### config.mk
export PLATFORM = sky130hd
export DESIGN_NAME = pr_region_freeze_ctrl_flat
export DESIGN_NICKNAME = d
export VERILOG_FILES = /design/src/rtl/pr_region_freeze_ctrl_pkg.sv /design/src/rtl/pr_region_freeze_ctrl_if.sv /design/src/rtl/pr_region_freeze_ctrl_edge.sv /design/src/rtl/pr_region_freeze_ctrl.sv /design/src/flat_wrapper.sv
export SDC_FILE = /design/constraint.sdc
export NUM_CORES = 1
export LEC_CHECK = 0
export CORE_UTILIZATION = 51
export CTS_BUF_LIST = sky130_fd_sc_hd__clkbuf_4 sky130_fd_sc_hd__clkbuf_8 sky130_fd_sc_hd__clkbuf_16
export DETAILED_ROUTE_END_ITERATION = 10
export GPL_ROUTABILITY_DRIVEN = 0
export PLACE_DENSITY = 0.79
export SLEW_MARGIN = 30
export SYNTH_ARGS = -nofsm -noshare
export SYNTH_HDL_FRONTEND = slang
export SYNTH_HIERARCHICAL = 1
export SYNTH_SLANG_ARGS = --single-unit
### constraint.sdc
create_clock -name clk -period 1.48 [get_ports clk]
set_input_delay 0.148 -clock clk [delete_from_list [all_inputs] [get_ports clk]]
set_output_delay 0.148 -clock clk [all_outputs]
set_load 0.02 [all_outputs]
### src/rtl/pr_region_freeze_ctrl_pkg.sv
// Shared types and defaults for the per-region PR freeze controller.
package pr_ctrl_pkg;

    typedef enum logic [1:0] {
        RUN        = 2'd0,
        STOP_WAIT  = 2'd1,
        FROZEN     = 2'd2,
        START_WAIT = 2'd3
    } pr_state_t;

    localparam int ILLEGAL_FREEZE   = 0;
    localparam int ILLEGAL_UNFREEZE = 1;

    localparam int DEF_RESET_MIN_CYCLES = 16;
    localparam int DEF_TIMEOUT_CYCLES   = 1024;
    localparam int DEF_CNT_W            = 11;

endpackage

### src/rtl/pr_region_freeze_ctrl_if.sv
// Conduit + region-logic signal bundle for one PR region freeze controller.
interface pr_region_freeze_ctrl_if;
    import pr_ctrl_pkg::*;

    // Conduit side: request levels in, status/flags out.
    logic       freeze_req;
    logic       unfreeze_req;
    logic       reset_req;
    logic       freeze_status;
    logic       unfreeze_status;
    logic [1:0] illegal_req;

    // Region-logic side. Handshake: the controller holds stop_req (or start_req)
    // high for the whole wait state; the region logic answers with a level
    // ack, which is only looked at while the matching req is high. The
    // req drops the cycle after the ack is sampled; ack outside its wait
    // state has no effect.
    logic       stop_req;
    logic       stop_ack;
    logic       start_req;
    logic       start_ack;

    // Region control.
    logic       freeze;
    logic       region_reset;
    logic       timeout;

    // Current controller state, for observation only.
    pr_state_t  dbg_state;

    modport master (
        output freeze_req, unfreeze_req, reset_req, stop_ack, start_ack,
        input  freeze_status, unfreeze_status, illegal_req, stop_req,
               start_req, freeze, region_reset, timeout, dbg_state
    );

    modport slave (
        input  freeze_req, unfreeze_req, reset_req, stop_ack, start_ack,
        output freeze_status, unfreeze_status, illegal_req, stop_req,
               start_req, freeze, region_reset, timeout, dbg_state
    );

endinterface

### src/rtl/pr_region_freeze_ctrl_edge.sv
// Registered rising-edge detector for a request level from the conduit.
module pr_req_edge_det (
    input  logic clk,
    input  logic reset,
    input  logic req_i,
    output logic rise_o
);

    logic req_q;

    // Level history; cleared on reset so a level already high afterwards counts as a rise.
    always_ff @(posedge clk) begin
        if (reset) req_q <= 1'b0;
        else       req_q <= req_i;
    end

    assign rise_o = req_i & ~req_q;

endmodule

### src/rtl/pr_region_freeze_ctrl.sv
// Per-region PR freeze controller: stop/freeze/start handshake with the
// region logic, freeze bridge and region reset control, sticky error flags.
// Optional watchdog on the region handshake: define PR_FREEZE_TIMEOUT_EN.
module pr_region_freeze_ctrl
    import pr_ctrl_pkg::*;
#(
    parameter int RESET_MIN_CYCLES = DEF_RESET_MIN_CYCLES,
    parameter int TIMEOUT_CYCLES   = DEF_TIMEOUT_CYCLES,
    parameter int CNT_W            = DEF_CNT_W
) (
    input  logic                   clk,
    input  logic                   reset,
    pr_region_freeze_ctrl_if.slave bus
);

    localparam int LIMIT_MAX = (RESET_MIN_CYCLES > TIMEOUT_CYCLES) ? RESET_MIN_CYCLES : TIMEOUT_CYCLES;

    if ((RESET_MIN_CYCLES < 1) || (CNT_W < 1) || (CNT_W > 30) || ((1 << CNT_W) <= LIMIT_MAX)) begin : g_bad_params
        $error("pr_region_freeze_ctrl: CNT_W too narrow or RESET_MIN_CYCLES < 1");
    end

    logic frz_rise;
    logic unf_rise;
    logic rst_rise;

    pr_req_edge_det u_frz_det (.clk(clk), .reset(reset), .req_i(bus.freeze_req),   .rise_o(frz_rise));
    pr_req_edge_det u_unf_det (.clk(clk), .reset(reset), .req_i(bus.unfreeze_req), .rise_o(unf_rise));
    pr_req_edge_det u_rst_det (.clk(clk), .reset(reset), .req_i(bus.reset_req),    .rise_o(rst_rise));

    pr_state_t        state_q, state_d;
    logic [1:0]       illegal_q, illegal_d;
    logic             pend_q, pend_d;
    logic             rr_q, rr_d;
    logic [CNT_W-1:0] rcnt_q, rcnt_d;
    logic             rst_start;
    logic             rr_busy;
`ifdef PR_FREEZE_TIMEOUT_EN
    logic [CNT_W-1:0] wd_q, wd_d;
    logic             to_q, to_d;
`endif

    // State and datapath registers.
    always_ff @(posedge clk) begin
        if (reset) begin
            state_q   <= RUN;
            illegal_q <= 2'b00;
            pend_q    <= 1'b0;
            rr_q      <= 1'b0;
            rcnt_q    <= '0;
`ifdef PR_FREEZE_TIMEOUT_EN
            wd_q      <= '0;
            to_q      <= 1'b0;
`endif
        end else begin
            state_q   <= state_d;
            illegal_q <= illegal_d;
            pend_q    <= pend_d;
            rr_q      <= rr_d;
            rcnt_q    <= rcnt_d;
`ifdef PR_FREEZE_TIMEOUT_EN
            wd_q      <= wd_d;
            to_q      <= to_d;
`endif
        end
    end

    // Next state: request decode, region reset pulse, handshake completion.
    always_comb begin
        state_d   = state_q;
        illegal_d = illegal_q;
        pend_d    = pend_q;
        rr_d      = rr_q;
        rcnt_d    = rcnt_q;
`ifdef PR_FREEZE_TIMEOUT_EN
        wd_d      = wd_q;
        to_d      = to_q;
`endif
        // A reset pulse starting this cycle blocks an unfreeze just like an active one.
        rst_start = (state_q == FROZEN) && !rr_q && rst_rise;
        rr_busy   = rr_q || rst_start;

        // Region reset: counter holds cycles already spent high, saturating at the minimum.
        if (rst_start) begin
            rr_d   = 1'b1;
            rcnt_d = CNT_W'(1);
        end else if (rr_q) begin
            if (!bus.reset_req && (rcnt_q >= CNT_W'(RESET_MIN_CYCLES))) begin
                rr_d   = 1'b0;
                rcnt_d = '0;
            end else if (rcnt_q < CNT_W'(RESET_MIN_CYCLES)) begin
                rcnt_d = rcnt_q + 1'b1;
            end
        end

        // Deferred unfreeze goes ahead once the reset pulse has ended.
        if ((state_q == FROZEN) && pend_q && !rr_busy) begin
            state_d   = START_WAIT;
            pend_d    = 1'b0;
            illegal_d = 2'b00;
        end

        if (frz_rise && unf_rise) begin
            illegal_d = 2'b11;
        end else if (frz_rise) begin
            if (state_q == RUN) begin
                state_d   = STOP_WAIT;
                illegal_d = 2'b00;
            end else begin
                illegal_d[ILLEGAL_FREEZE] = 1'b1;
            end
        end else if (unf_rise) begin
            if (state_q != FROZEN) begin
                illegal_d[ILLEGAL_UNFREEZE] = 1'b1;
            end else if (rr_busy) begin
                pend_d = 1'b1;
            end else begin
                state_d   = START_WAIT;
                pend_d    = 1'b0;
                illegal_d = 2'b00;
            end
        end

        case (state_q)
            STOP_WAIT:  if (bus.stop_ack)  state_d = FROZEN;
            START_WAIT: if (bus.start_ack) state_d = RUN;
            default: ;
        endcase

`ifdef PR_FREEZE_TIMEOUT_EN
        // Watchdog: forces the handshake through when the region logic never answers.
        if ((state_q == STOP_WAIT) || (state_q == START_WAIT)) begin
            if (state_d != state_q) begin
                wd_d = '0;
            end else if (wd_q == CNT_W'(TIMEOUT_CYCLES - 1)) begin
                wd_d    = '0;
                to_d    = 1'b1;
                state_d = (state_q == STOP_WAIT) ? FROZEN : RUN;
            end else begin
                wd_d = wd_q + 1'b1;
            end
        end
`endif
    end

    // Outputs decoded from registered state and flags only.
    always_comb begin
        bus.stop_req        = 1'b0;
        bus.start_req       = 1'b0;
        bus.freeze          = 1'b0;
        bus.freeze_status   = 1'b0;
        bus.unfreeze_status = 1'b0;
        unique case (state_q)
            RUN:        bus.unfreeze_status = 1'b1;
            STOP_WAIT:  bus.stop_req        = 1'b1;
            FROZEN: begin
                bus.freeze        = 1'b1;
                bus.freeze_status = 1'b1;
            end
            START_WAIT: bus.start_req       = 1'b1;
        endcase
        bus.illegal_req  = illegal_q;
        bus.region_reset = rr_q;
`ifdef PR_FREEZE_TIMEOUT_EN
        bus.timeout      = to_q;
`else
        bus.timeout      = 1'b0;
`endif
        bus.dbg_state    = state_q;
    end

endmodule

### src/flat_wrapper.sv
// flat-port wrapper written by rule: the top's interface ports become plain ports
module pr_region_freeze_ctrl_flat import pr_ctrl_pkg::*;
#(
    parameter int RESET_MIN_CYCLES = DEF_RESET_MIN_CYCLES,
    parameter int TIMEOUT_CYCLES   = DEF_TIMEOUT_CYCLES,
    parameter int CNT_W            = DEF_CNT_W
)
  (clk, reset, bus_freeze_req, bus_unfreeze_req, bus_reset_req, bus_stop_ack, bus_start_ack, bus_freeze_status, bus_unfreeze_status, bus_illegal_req, bus_stop_req, bus_start_req, bus_freeze, bus_region_reset, bus_timeout, bus_dbg_state);
  pr_region_freeze_ctrl_if bus_i ();
  input  logic clk;
  input  logic reset;
  input wire logic [$bits(bus_i.freeze_req)-1:0] bus_freeze_req;
  input wire logic [$bits(bus_i.unfreeze_req)-1:0] bus_unfreeze_req;
  input wire logic [$bits(bus_i.reset_req)-1:0] bus_reset_req;
  input wire logic [$bits(bus_i.stop_ack)-1:0] bus_stop_ack;
  input wire logic [$bits(bus_i.start_ack)-1:0] bus_start_ack;
  output wire logic [$bits(bus_i.freeze_status)-1:0] bus_freeze_status;
  output wire logic [$bits(bus_i.unfreeze_status)-1:0] bus_unfreeze_status;
  output wire logic [$bits(bus_i.illegal_req)-1:0] bus_illegal_req;
  output wire logic [$bits(bus_i.stop_req)-1:0] bus_stop_req;
  output wire logic [$bits(bus_i.start_req)-1:0] bus_start_req;
  output wire logic [$bits(bus_i.freeze)-1:0] bus_freeze;
  output wire logic [$bits(bus_i.region_reset)-1:0] bus_region_reset;
  output wire logic [$bits(bus_i.timeout)-1:0] bus_timeout;
  output wire logic [$bits(bus_i.dbg_state)-1:0] bus_dbg_state;
  assign bus_i.freeze_req = bus_freeze_req;
  assign bus_i.unfreeze_req = bus_unfreeze_req;
  assign bus_i.reset_req = bus_reset_req;
  assign bus_i.stop_ack = bus_stop_ack;
  assign bus_i.start_ack = bus_start_ack;
  assign bus_freeze_status = bus_i.freeze_status;
  assign bus_unfreeze_status = bus_i.unfreeze_status;
  assign bus_illegal_req = bus_i.illegal_req;
  assign bus_stop_req = bus_i.stop_req;
  assign bus_start_req = bus_i.start_req;
  assign bus_freeze = bus_i.freeze;
  assign bus_region_reset = bus_i.region_reset;
  assign bus_timeout = bus_i.timeout;
  assign bus_dbg_state = bus_i.dbg_state;
  pr_region_freeze_ctrl #(.RESET_MIN_CYCLES(RESET_MIN_CYCLES), .TIMEOUT_CYCLES(TIMEOUT_CYCLES), .CNT_W(CNT_W)) u_core (.clk(clk), .reset(reset), .bus(bus_i));
endmodule
After elaboration in Yosys (flattened, before gate mapping)
Cells that the tools add are included.
Widths: inputs -> output; s select.

cells by class
  add/sub/neg operators = 1
  order comparisons = 2
  equality and inequality tests = 4
  muxes and demuxes = 36
  bitwise logic cells = 6
  reduce and logical (&&, ||, !) cells = 17

operator list
  operator               count
  $mux 2                 14
  $mux 11                2
  $mux 1                 19
  $add 11x1->11 const B  1
  $ge 11x5->1 const B    1
  $lt 11x5->1 const B    1
  $logic_and 1x1->1      6
  $eq 2x2->1 const B     2
  $pmux 2 s2             1
  $reduce_and 2->1       2
  $reduce_bool 2->1      2
  $and 1x1->1            3
  $logic_not 1->1        3
  $not 1->1              3
  $reduce_bool 3->1      1
  $eq 2x1->1 const B     1
  $logic_not 2->1        1
  $ne 2x2->1 const B     1
  $reduce_or 2->1        1
  $logic_or 1x1->1       1

storage, ports and cells
  register bits = 20
  input bits = 7
  output and inout port bits = 11
  word-level logic and storage cells = 75

Depth between registers and ports, before layout
  word-level depth = 14
  depth in mapped cells = 5

Hierarchy
Netlist, hierarchy kept.

by module, submodules not included
  module                 times used  cells each  area an instance (µm²)
  pr_region_freeze_ctrl  1           103         905.9
  pr_req_edge_det        3           3           47.5

Worst setup path before layout
No wires, ideal clock.

  path type = register to register
  start point = reg u_core.state_q[1], in the netlist u_core/bus.dbg_state[1]
  end point = reg u_core.state_q[0], in the netlist u_core/bus.dbg_state[0]
  setup time = 0.119 ns
  data arrival time = 1.685 ns
  data required time = 1.361 ns
  slack = -0.324 ns
  stages on the path, launching flop included = 6
  period minus slack after synthesis = 1.804 ns
  cells stage by stage = dfxtp_1 buf_4 nor2b_1 and2b_1 nand2_1 o221a_2

on the way
  longest elaborated chain between the ends = 14
  elaborated cells between the ends (all ways) = 21
  classes of those cells = 4 x eq/ne; 10 x mux; 7 x reduce/logical

RTL lines
  what                            RTL line                                                    source
  start: declaration              pr_region_freeze_ctrl.sv:30                                 pr_state_t state_q, state_d;
  start signal: assignment        pr_region_freeze_ctrl.sv:55                                 state_q <= state_d;
  $eq 2x2->1                      pr_region_freeze_ctrl.sv:79, pr_region_freeze_ctrl.sv:96
  $logic_and 1x1->1 (2 in a row)  pr_region_freeze_ctrl.sv:79                                 rst_start = (state_q == FROZEN) && !rr_q && rst_rise;
  $logic_or 1x1->1                pr_region_freeze_ctrl.sv:80                                 rr_busy = rr_q || rst_start;
  $logic_not 1->1                 pr_region_freeze_ctrl.sv:96                                 if ((state_q == FROZEN) && pend_q && !rr_busy) begin
  $logic_and 1x1->1               pr_region_freeze_ctrl.sv:96
  $mux 2                          pr_region_freeze_ctrl.sv:96
  $mux 2                          pr_region_freeze_ctrl.sv:114                                end else if (rr_busy) begin
  $mux 2                          pr_region_freeze_ctrl.sv:112                                if (state_q != FROZEN) begin
  $mux 2                          pr_region_freeze_ctrl.sv:111                                end else if (unf_rise) begin
  $mux 2                          pr_region_freeze_ctrl.sv:104                                end else if (frz_rise) begin
  $mux 2                          pr_region_freeze_ctrl.sv:102                                if (frz_rise && unf_rise) begin
  $mux 2 (on tied branches)       pr_region_freeze_ctrl.sv:125, pr_region_freeze_ctrl.sv:124
  $pmux 2 s2 (*)                  pr_region_freeze_ctrl.sv:123                                case (state_q)

Mark *: on every way between the ends. The rest lies on a longest branch, timed or not.
A chain may end at the register's enable or synchronous reset.

Worst setup path after layout
  start point = reg u_core.rcnt_q[5]
  end point = reg u_core.rcnt_q[2]

on the way
  longest elaborated chain between the ends = 4
  elaborated cells between the ends (all ways) = 6
  classes of those cells = 2 x order compare; 1 x mux; 3 x reduce/logical

RTL lines
  what                                RTL line                     source
  start: declaration                  pr_region_freeze_ctrl.sv:34  logic [CNT_W-1:0] rcnt_q, rcnt_d;
  start signal: assignment            pr_region_freeze_ctrl.sv:59  rcnt_q <= rcnt_d;
  $ge 11x5->1                         pr_region_freeze_ctrl.sv:87  if (!bus.reset_req && (rcnt_q >= CNT_W'(RESET_MIN_CYCLES))) begin
  $logic_and 1x1->1                   pr_region_freeze_ctrl.sv:87
  $reduce_bool 2->1 (no source line)  -
  $reduce_and 2->1 (no source line)   -

Parallel ways exist; a longest one is shown, timed or not.

==> flow_summary.yaml <==
synthesis:
  ys_warn_count: 6
  ys_seq_area_share_pct: 38.2
  synth.distinct_cells: 37
  syn_inst: 112
  syn_nets: 121
  syn_area_um2: 1050
  ys_seq_elements: 20
  syn_avg_cell_area_um2: 9.36
sta:
  tns_ps: 0
  skew_ps: 11.5
  hold_viol_final: 0
  fmax_mhz: 715
  slew_viol_final: 0
  fin_crit_sh_pct: 94.4
  holdWs_ps: 419
  period_needed_ps: 1400
  setup_violations: 0
  fin_ws_ps: 82.4
finish:
  antenna_cells: 0
  fill_cells: 150
  syn_to_final_growth_pct: 32.7
  drive_gt1_share_pct: 29.8
  fin_nets: 151
  utilization_pct: 71.6
die:
  dieArea_um2: 2240
  io_pins: 18
  initial_core_util_pct: 54.0
  fp.coreArea_um2: 1940
  placementRows: 16
  die_w_um: 47.3
  fp.dieH_um: 47.3
critical_path:
  worst_setup_path_start_kind: "flop"
  critPathSlowestCell: "dfxtp_2"
  crit_fanout: 5
  path_buf_inv: 1
  path_cells: "nor4_4 -> buf_4 -> a21oi_2 -> or3_1 -> a21oi_1"
  path_delay_family: "simple AND/OR/NAND/NOR gates"
  crit_required_ps: 1730
  critical-path-max-stage-delay_ps: 350
  end_kind: "flop"
  criticalPathCategory: "flop to flop"
  cp.arrival_ps: 1640
power_and_ir_drop:
  pwr_density_cell_nw_per_um2: 906
  peakVddDrop_v: 0.000730
  power_mw: 1.26
  leakagePower_nw: 0.602
cts:
  htreeDepth: 1
  cts_tree: "built"
  cts.path.max_buffers: 2
  cts_root_buf: "clkbuf_4"
  insertion_delay_ps: 310
  ctsHoldBuffers: 0
  path_clk_slew_ps: 120
  clock-sinks: 20
  cts_made_buffers: 3
routing:
  top_layer: "met4"
  wl_met2_um: 1170
  wl_per_cell_um: 14.6
  routed-wl-met3_um: 129
  finalWirelength_um: 2450
  vias: 959
  drt-pass1-iter-count: 5
  wl_met1_um: 1110
  first_iter_violations: 53
  route.detailed.drc: 0
  ant_nets: 0
  viasPerCell: 5.71
outcome:
  status: "finished clean"
run:
  maxCapViolCount: 0
min_path:
  hold_class: "input port to flop"
placed_design:
  io_buffers: 16
  place_hpwl_um: 1660
  place_ws_ps: -102
global_routing:
  grt-ovfl-total: 0
  grt_use_total_pct: 23.0
  antenna_found_initial: 0
  grt_start_max_net_pins: 13
  grt_pass1_vias: 799
  grt_pass1_wl_um: 3520
## metal layers
layer | up-vias | track usage, %
met5 | - | 0
met3 | 6 | 3.46
met4 | 0 | 12.0
met1 | 458 | 31.9
li1 | 458 | -
met2 | 37 | 34.2
## final cells by class
type	instances	area [um2]	area share [%]
inverters	4	15.0	1.08
multi-input cells	84	634	45.6
flip-flops and latches	20	410	29.5
clock buffers	3	22.5	1.62
clock inverters	1	30.0	2.16
repair buffers	29	245	17.6
well taps	27	33.8	2.43
## what timing repair did
| action | CTS | global route |
|---|---|---|
| hold endpoints to repair | 0 | 0 |
| resized for setup | 11 | 13 |
| pin swaps | 0 | 5 |
| buffers inserted | 0 | 2 |
| setup endpoints to repair | 8 | 15 |
| gates cloned | 0 | 0 |
## cells in the final DEF (no fill, tap or decap), drive strengths merged, types with 2 or more instances in the layout
cell type / count
a21o: 2
nor4b: 2
and3: 3
ha: 2
a31oi: 2
a21oi: 12
buf: 13
dfxtp: 20
a41oi: 3
nor2b: 9
o21ai: 5
a211oi: 3
clkdlybuf4s50: 6
nand2: 5
dlygate4sd2: 6
inv: 4
dlymetal6s2s: 2
or3: 2
nor2: 15
nand3: 3
o211ai: 2
clkbuf: 5
## state kept, by name, summed over array words and instances, names as in the netlist, named ones only
signal                   flops
u_core/rcnt_q               11
u_core/bus.dbg_state         2
u_core/bus.illegal_req       2
u_core/bus.region_reset      1
u_core/u_frz_det/req_q       1
u_core/u_rst_det/req_q       1
u_core/u_unf_det/req_q       1
## synthesized netlist by cell type
cell | number | share of area (%)
buf_4 | 3 | 2.1
nor2_1 | 15 | 5.4
and3_1 | 3 | 1.8
nor2b_1 | 3 | 1.8
a31oi_1 | 2 | 1.2
a41oi_1 | 3 | 2.5
o211ai_1 | 2 | 1.4
mux2_2 | 1 | 1.1
o21ai_0 | 4 | 1.9
nor2b_4 | 6 | 7.9
nand2_1 | 5 | 1.8
inv_1 | 4 | 1.4
and2_1 | 1 | 0.60
a21o_2 | 1 | 0.84
o21ai_2 | 1 | 0.84
a21oi_2 | 1 | 0.84
a311oi_1 | 1 | 0.84
nor3_1 | 1 | 0.48
buf_1 | 1 | 0.36
a21boi_0 | 1 | 0.72
or3_1 | 2 | 1.2
and4bb_2 | 1 | 1.2
a21oi_1 | 11 | 5.3
o221a_2 | 1 | 1.1
conb_1 | 1 | 0.36
nand3_1 | 3 | 1.4
nand4_1 | 1 | 0.60
a211oi_1 | 3 | 2.1
nor4b_4 | 2 | 4.5
a2bb2oi_1 | 1 | 0.84
a21o_1 | 1 | 0.72
or2b_1 | 1 | 0.72
nor4_4 | 1 | 2.0
a221oi_1 | 1 | 0.84
ha_1 | 2 | 2.4
and2b_1 | 1 | 0.72
dfxtp_1 | 20 | 38
## where the power goes
group / leakage [nW] / internal (mW) / switching (mW)
logic: 0.409 / 0.106 / 0.113
clock network: 0.0279 / 0.274 / 0.185
registers: 0.165 / 0.557 / 0.0252
total: 0.602 / 0.938 / 0.323
## final timing paths
path                                       start                      end  slack [ps]  cells past startpoint
worst min register to register  u_core/rcnt_q[1]         u_core/rcnt_q[1]         520                      2
worst max register to register  u_core/rcnt_q[5]         u_core/rcnt_q[2]          80                      5
worst max-delay path            u_core/rcnt_q[5]         u_core/rcnt_q[2]          80                      5
worst min-delay path               bus_start_ack  u_core/bus.dbg_state[1]         420                      2
## kinds of logic after synthesis
group,share of synthesized area [%]
AOI/OAI and AO/OA,22.0
adders and majority gates,2.39
buffers and inverters,3.94
DFF,38.2
muxes,1.07
other,0.358
and+or+nand+nor,32.1
## worst register-to-register path: cells and delay by family (launching register included)
family	cells	cell delay, ps
flops	1	350
simple gates	2	620
buf+inv	1	160
compound gates	2	210
## stage by stage
step,area (um2),instances
6_report,1390,168
5_1_grt,1390,168
4_1_cts,1360,166
3_5_place_dp,1310,162
3_3_place_gp,1310,162
2_1_floorplan,1060,112
(Power assumes the default switching activity.)
